**src/rtl/cpu_pkg.sv**
```systemverilog
// Shared opcode, state and control-strobe definitions for the 8-bit CPU sequencer.
package cpu_pkg;

  localparam int unsigned OPCODE_W = 4;
  localparam int unsigned STATE_W  = 3;

  // Micro-step states; the encoding is visible on the debug state port.
  typedef enum logic [STATE_W-1:0] {
    ST_FETCH0 = 3'd0,
    ST_FETCH1 = 3'd1,
    ST_FETCH2 = 3'd2,
    ST_DECODE = 3'd3,
    ST_EXEC0  = 3'd4,
    ST_EXEC1  = 3'd5,
    ST_EXEC2  = 3'd6,
    ST_HALT   = 3'd7
  } state_t;

  localparam logic [OPCODE_W-1:0] OP_NOP = 4'h0;
  localparam logic [OPCODE_W-1:0] OP_LDA = 4'h1;
  localparam logic [OPCODE_W-1:0] OP_ADD = 4'h2;
  localparam logic [OPCODE_W-1:0] OP_SUB = 4'h3;
  localparam logic [OPCODE_W-1:0] OP_STA = 4'h4;
  localparam logic [OPCODE_W-1:0] OP_LDI = 4'h5;
  localparam logic [OPCODE_W-1:0] OP_JMP = 4'h6;
  localparam logic [OPCODE_W-1:0] OP_JC  = 4'h7;
  localparam logic [OPCODE_W-1:0] OP_JZ  = 4'h8;
  localparam logic [OPCODE_W-1:0] OP_OUT = 4'hE;
  localparam logic [OPCODE_W-1:0] OP_HLT = 4'hF;

  // One bit per datapath enable strobe driven by the sequencer.
  typedef struct packed {
    logic pc_out_en;
    logic pc_in_en;
    logic pc_inc;
    logic mar_in_en;
    logic mem_rd;
    logic mem_wr;
    logic ir_in_en;
    logic ir_out_en;
    logic a_in_en;
    logic a_out_en;
    logic b_in_en;
    logic alu_out_en;
    logic alu_sub;
    logic out_in_en;
  } ctrl_t;

  // Opcodes whose EXEC1 step performs a memory access and may stall.
  function automatic logic is_mem_op(input logic [OPCODE_W-1:0] op);
    logic r;
    case (op)
      OP_LDA, OP_ADD, OP_SUB, OP_STA: r = 1'b1;
      default:                        r = 1'b0;
    endcase
    return r;
  endfunction

endpackage

```
**src/rtl/cpu_control_sequencer.sv**
```systemverilog
// Micro-step sequencer: fetch / decode / execute strobes with a ready-stalled memory handshake.
module cpu_control_sequencer
  import cpu_pkg::*;
#(
  parameter int unsigned WAIT_LIMIT = 0
) (
  input  logic                clk,
  input  logic                rst_n,
  input  logic                run,
  input  logic [OPCODE_W-1:0] ir_opcode,
  input  logic                flag_c,
  input  logic                flag_z,
  input  logic                mem_ready,
  output logic                pc_out_en,
  output logic                pc_in_en,
  output logic                pc_inc,
  output logic                mar_in_en,
  output logic                mem_rd,
  output logic                mem_wr,
  output logic                ir_in_en,
  output logic                ir_out_en,
  output logic                a_in_en,
  output logic                a_out_en,
  output logic                b_in_en,
  output logic                alu_out_en,
  output logic                alu_sub,
  output logic                out_in_en,
  output logic [STATE_W-1:0]  state,
  output logic                halted,
  output logic                bus_err
);

  localparam int unsigned CNT_W = (WAIT_LIMIT < 2) ? 1 : $clog2(WAIT_LIMIT + 1);

  state_t              state_q, state_d;
  logic [OPCODE_W-1:0] opcode_q, opcode_d;
  logic [CNT_W-1:0]    wait_cnt_q, wait_cnt_d;
  logic                bus_err_q, bus_err_d;
  logic                mem_step_c;
  logic                timeout_c;
  ctrl_t               ctrl_c;

  // A memory step is FETCH2, or EXEC1 of an opcode that touches RAM.
  always_comb begin
    mem_step_c = (state_q == ST_FETCH2) ||
                 ((state_q == ST_EXEC1) && is_mem_op(opcode_q));
    timeout_c  = (WAIT_LIMIT != 0) && mem_step_c && !mem_ready &&
                 (32'(wait_cnt_q) == WAIT_LIMIT);
  end

  // State, latched opcode, stall counter and sticky error flag.
  always_ff @(posedge clk or negedge rst_n) begin
    if (!rst_n) begin
      state_q    <= ST_FETCH0;
      opcode_q   <= '0;
      wait_cnt_q <= '0;
      bus_err_q  <= 1'b0;
    end else begin
      state_q    <= state_d;
      opcode_q   <= opcode_d;
      wait_cnt_q <= wait_cnt_d;
      bus_err_q  <= bus_err_d;
    end
  end

  // Next-state, opcode latch, stall counting and timeout handling.
  always_comb begin
    state_d    = state_q;
    opcode_d   = opcode_q;
    bus_err_d  = bus_err_q;
    wait_cnt_d = '0;

    // Counter only advances while a request is pending without ready.
    if ((WAIT_LIMIT != 0) && mem_step_c && !mem_ready && !timeout_c) begin
      wait_cnt_d = wait_cnt_q + CNT_W'(1);
    end

    case (state_q)
      ST_FETCH0: begin
        if (run) state_d = ST_FETCH1;
      end
      ST_FETCH1: state_d = ST_FETCH2;
      ST_FETCH2: begin
        if (timeout_c) begin
          bus_err_d = 1'b1;
          state_d   = ST_HALT;
        end else if (mem_ready) begin
          state_d = ST_DECODE;
        end
      end
      ST_DECODE: begin
        opcode_d = ir_opcode;
        state_d  = (ir_opcode == OP_HLT) ? ST_HALT : ST_EXEC0;
      end
      ST_EXEC0: begin
        state_d = is_mem_op(opcode_q) ? ST_EXEC1 : ST_FETCH0;
      end
      ST_EXEC1: begin
        if (!is_mem_op(opcode_q)) begin
          state_d = ST_FETCH0;
        end else if (timeout_c) begin
          bus_err_d = 1'b1;
          state_d   = ST_HALT;
        end else if (mem_ready) begin
          state_d = ((opcode_q == OP_ADD) || (opcode_q == OP_SUB)) ? ST_EXEC2 : ST_FETCH0;
        end
      end
      ST_EXEC2: state_d = ST_FETCH0;
      ST_HALT:  state_d = ST_HALT;
      default:  state_d = ST_FETCH0;
    endcase
  end

  // Strobe decode from state, latched opcode, flags and ready; forced low while in reset.
  always_comb begin
    ctrl_c = '0;
    if (rst_n) begin
      case (state_q)
        ST_FETCH0: ctrl_c.pc_out_en = run;
        ST_FETCH1: begin
          ctrl_c.mar_in_en = 1'b1;
          ctrl_c.pc_inc    = 1'b1;
        end
        ST_FETCH2: begin
          if (!timeout_c) begin
            ctrl_c.mem_rd   = 1'b1;
            ctrl_c.ir_in_en = mem_ready;
          end
        end
        ST_EXEC0: begin
          case (opcode_q)
            OP_LDA, OP_ADD, OP_SUB, OP_STA: begin
              ctrl_c.ir_out_en = 1'b1;
              ctrl_c.mar_in_en = 1'b1;
            end
            OP_LDI: begin
              ctrl_c.ir_out_en = 1'b1;
              ctrl_c.a_in_en   = 1'b1;
            end
            OP_JMP: begin
              ctrl_c.ir_out_en = 1'b1;
              ctrl_c.pc_in_en  = 1'b1;
            end
            OP_JC: begin
              ctrl_c.ir_out_en = flag_c;
              ctrl_c.pc_in_en  = flag_c;
            end
            OP_JZ: begin
              ctrl_c.ir_out_en = flag_z;
              ctrl_c.pc_in_en  = flag_z;
            end
            OP_OUT: begin
              ctrl_c.a_out_en  = 1'b1;
              ctrl_c.out_in_en = 1'b1;
            end
            default: ctrl_c = '0;
          endcase
        end
        ST_EXEC1: begin
          if (!timeout_c) begin
            case (opcode_q)
              OP_LDA: begin
                ctrl_c.mem_rd  = 1'b1;
                ctrl_c.a_in_en = mem_ready;
              end
              OP_ADD, OP_SUB: begin
                ctrl_c.mem_rd  = 1'b1;
                ctrl_c.b_in_en = mem_ready;
              end
              OP_STA: begin
                ctrl_c.a_out_en = 1'b1;
                ctrl_c.mem_wr   = 1'b1;
              end
              default: ctrl_c = '0;
            endcase
          end
        end
        ST_EXEC2: begin
          if ((opcode_q == OP_ADD) || (opcode_q == OP_SUB)) begin
            ctrl_c.alu_out_en = 1'b1;
            ctrl_c.a_in_en    = 1'b1;
            ctrl_c.alu_sub    = (opcode_q == OP_SUB);
          end
        end
        default: ctrl_c = '0;
      endcase
    end
  end

  assign pc_out_en  = ctrl_c.pc_out_en;
  assign pc_in_en   = ctrl_c.pc_in_en;
  assign pc_inc     = ctrl_c.pc_inc;
  assign mar_in_en  = ctrl_c.mar_in_en;
  assign mem_rd     = ctrl_c.mem_rd;
  assign mem_wr     = ctrl_c.mem_wr;
  assign ir_in_en   = ctrl_c.ir_in_en;
  assign ir_out_en  = ctrl_c.ir_out_en;
  assign a_in_en    = ctrl_c.a_in_en;
  assign a_out_en   = ctrl_c.a_out_en;
  assign b_in_en    = ctrl_c.b_in_en;
  assign alu_out_en = ctrl_c.alu_out_en;
  assign alu_sub    = ctrl_c.alu_sub;
  assign out_in_en  = ctrl_c.out_in_en;
  assign state      = state_q;
  assign halted     = (state_q == ST_HALT);
  assign bus_err    = bus_err_q;

endmodule
```
**config.mk**
```make
export PLATFORM = sky130hd
export DESIGN_NAME = cpu_control_sequencer
export DESIGN_NICKNAME = d
export VERILOG_FILES = /design/src/rtl/cpu_pkg.sv /design/src/rtl/cpu_control_sequencer.sv
export SDC_FILE = /design/constraint.sdc
export NUM_CORES = 1
export LEC_CHECK = 0
export BUFFER_PORTS_ARGS = -buffer_cell sky130_fd_sc_hd__clkbuf_2
export CORE_ASPECT_RATIO = 0.75
export CORE_MARGIN = 10
export CORE_UTILIZATION = 35
export DETAILED_ROUTE_END_ITERATION = 6
export PLACE_DENSITY = 0.64
export SYNTH_ARGS = -nofsm -noshare
export SYNTH_HDL_FRONTEND = slang
export SYNTH_SLANG_ARGS = --single-unit
```
**constraint.sdc**
```tcl
create_clock -name clk -period 3.85 [get_ports clk]
set_input_delay 0.1925 -clock clk [delete_from_list [all_inputs] [get_ports clk]]
set_output_delay 0.1925 -clock clk [all_outputs]
set_load 0.005 [all_outputs]
```
==> results.yml <==
setup_path:
  endpoint_kind: "output port"
  critical_path.max_fanout: 14
  worst-endpoint-required_ns: 3.66
  critical_path.reg2reg.startpoint: "state[0]"
  critical_path.startpoint_type: "input port"
  worstSetupStartpoint: "rst_n"
  cp_data_arrival_time_ns: 1.87
  worst-setup-path-type: "input port to output port"
global_routing:
  grt_first_pass_wirelength_mm: 3.35
  number_of_global_route_vias_before_repair: 696
  maximum_number_of_pins_on_one_net_before_global_route_repair: 17
  grt-ovfl-total: 0
  grt_usage_pct: 9.45
  antenna_found_initial: 0
synthesis:
  synth_warnings: 0
  post_synth_inst_count: 90
  synth_flop_cell: "dfrtp_1"
  ys_async_sr_fraction_pct: 100
  netlist-cell-type-count: 39
  library_cell_with_the_largest_summed_area_after_synthesis: "dfrtp_1"
  synth_edf_count: 0
  syn_nets: 100
  synthDominantCellAreaShare_pct: 24.5
  ys_ff_latch: 7
  synthTopCellsByArea: "dfrtp_1, mux2_2, nand4b_1, nand2_1, nor2_1"
  synth.yosys.seq_area_share_pct: 24.5
  syn-cell-area_sq_um: 716
  postSynthAreaPerCell_sq_um: 7.95
detailed_routing:
  drc: 0
  drt-initial-drc-count: 54
  route.detailed.wl_per_inst_um: 14.5
  postRouteWirelength_mm: 1.99
  route.antenna.remaining_nets: 0
  routed-via-count: 741
  drt_via_density: 5.41
  detailedRoute.firstPassIterationCount: 4
power_and_ir_drop:
  switchingPower_uw: 276
  leakagePower_nw: 0.382
  swShare_pct: 48.1
  internal-power_uw: 297
  seqPwrFrac_pct: 41.1
  fin_total_pwr_uw: 573
  power.ir.vdd_worst_mv: 0.405
  pwr-share-clk_pct: 11.3
  combinationalPowerShare_pct: 47.6
  power-per-cell-area_nw_per_um2: 659
clocking:
  tritoncts.num_buffers: 3
  clock_tree.buffer_depth: 2
  cts_h_tree_lvls: 1
  clk_latency_ns: 0.25
  tritoncts: "done"
  cts.sink_count: 7
  cts-root-buf: "clkbuf_4"
  cts.reportedPaths.clkPinSlew_ns: 0.05
run_status:
  outcome: "complete, no violations"
placed_design:
  gp_routability_congestion: 0.848
  detailed_place_hpwl_mm: 1.58
  buffers_added_on_ports: 27
sta:
  rsz_0062_raised_after_global_routing: "no"
  setup_tns_ns: 0
  time_the_worst_path_needs_with_i_o_delays_and_setup_ns: 2.07
  timing.final.max_slew_violations: 0
  hold_viol_final: 0
  layout_worst_path_cycle_share_pct: 53.7
  finalSetupViolCount: 0
  skew_ns: 0.00181
  clock.fmax_mhz: 484
layout:
  nNetsFinal: 124
  final_layout_size_suffix_gt1_share_pct: 34.5
  mostFrequentLayoutCells: "clkbuf_2, nand2_1, dfrtp_1"
  final_common_cell: "clkbuf_2"
  synthToLayoutAreaGrowth_pct: 21.5
  num-fill-cells: 218
  antenna_diode_count: 0
floorplanning:
  fp.dieH_um: 59.2
  initial_utilization_pct: 36.2
  design.portCount: 29
  die-width_um: 72.2
  core-area_sq_um: 1980
  dieArea_sq_um: 4270
  row_count: 14
worst_hold_path:
  holdCritStartpoint: "ir_opcode[0]"
  hold_path.class: "input port to register"
run:
  max_cap_viol_count: 0
## power by group through the flow
| stage | logic, mW | clock network [mW] | registers (mW) |
|---|---|---|---|
| after CTS | 0.276 | 0.0690 | 0.233 |
| after global routing | 0.312 | 0.0722 | 0.256 |
| after detailed placement | 0.274 | 0 | 0.235 |
| final | 0.272 | 0.0649 | 0.235 |
| after global placement | 0.272 | 0 | 0.232 |
| after floorplan | 0.289 | 0 | 0.148 |
## per-stage QoR
stage / setup slack [ns] / hold slack [ns] / cell area [sq um] / cells / util (%)
3_3_place_gp: 2.17 / 0.0836 / 833 / 132 / 42.1
3_5_place_dp: 2.13 / 0.0795 / 833 / 132 / 42.1
4_1_cts: 1.78 / 0.179 / 870 / 137 / 43.9
6_report: 1.78 / 0.188 / 870 / 137 / 43.9
2_1_floorplan: 2.41 / -0.103 / 716 / 90 / -
5_1_grt: 1.66 / 0.186 / 870 / 137 / 43.9
## area by class of cell
type | count | area (sq um) | share of cell area [%]
multi-input combinational | 71 | 482 | 55.4
sequential | 7 | 175 | 20.1
timing repair buffer | 28 | 145 | 16.7
tap | 24 | 30.0 | 3.45
clock buffer | 4 | 26.3 | 3.02
inverter | 3 | 11.3 | 1.29
## worst max-delay path, stage by stage
cell and delay (ns):
dlygate4sd3_1 0.53, clkbuf_2 0.28, nand4b_1 0.22, or3_1 0.36, a21oi_1 0.16, clkbuf_2 0.13
## Yosys cell counts, drive strengths merged, types with 2 or more instances
cell / number
dfrtp: 7
nand2: 7
mux2: 6
nor2: 6
clkbuf: 5
buf: 4
nand4b: 4
a21oi: 3
a31oi: 3
inv: 3
nand2b: 3
nand3: 3
nor2b: 3
nor3: 3
nor3b: 3
o21ai: 3
a21boi: 2
and4: 2
nor4: 2
nor4bb: 2
or3: 2
## sequential cells by signal, indices dropped and copies added (netlist names)
| name | flops |
|---|---|
| state | 3 |
| opcode_q | 4 |
## cell families (layout without fill, tap and decap cells)
| kind of cell | count (synthesis) | count (layout) | synth area share [%] |
|---|---|---|---|
| and+or+nand+nor | 47 | 47 | 41.6 |
| buffers and inverters | 12 | 35 | 8.22 |
| muxes | 6 | 6 | 9.44 |
| DFF | 7 | 7 | 24.5 |
| other | 1 | 1 | 0.524 |
| AOI/OAI and AO/OA | 17 | 17 | 15.7 |
## repair_timing
item,CTS,global route
gates resized for setup,0,0
hold buffers,1,0
endpoints found under the hold margin,7,0
buffers inserted,0,0
## worst paths after layout
check	to	cells after the start	slack, ns
worst max-delay path	a_out_en	6	1.78
worst min-delay path	opcode_q[0]	2	0.19
worst max register to register	opcode_q[1]	3	2.35
worst min register to register	state[1]	1	0.71
max in group asynchronous	opcode_q[1]	2	3.26
min in group asynchronous	opcode_q[2]	2	0.36
## routing by layer
layer	routed length, um	GRT usage [%]	part of all wire, %
met4	0	4.13	0
met5	0	0	0
met3	212	3.18	11
met2	845	13.0	42
met1	931	12.9	47
Power figures use the tool's default switching activity.
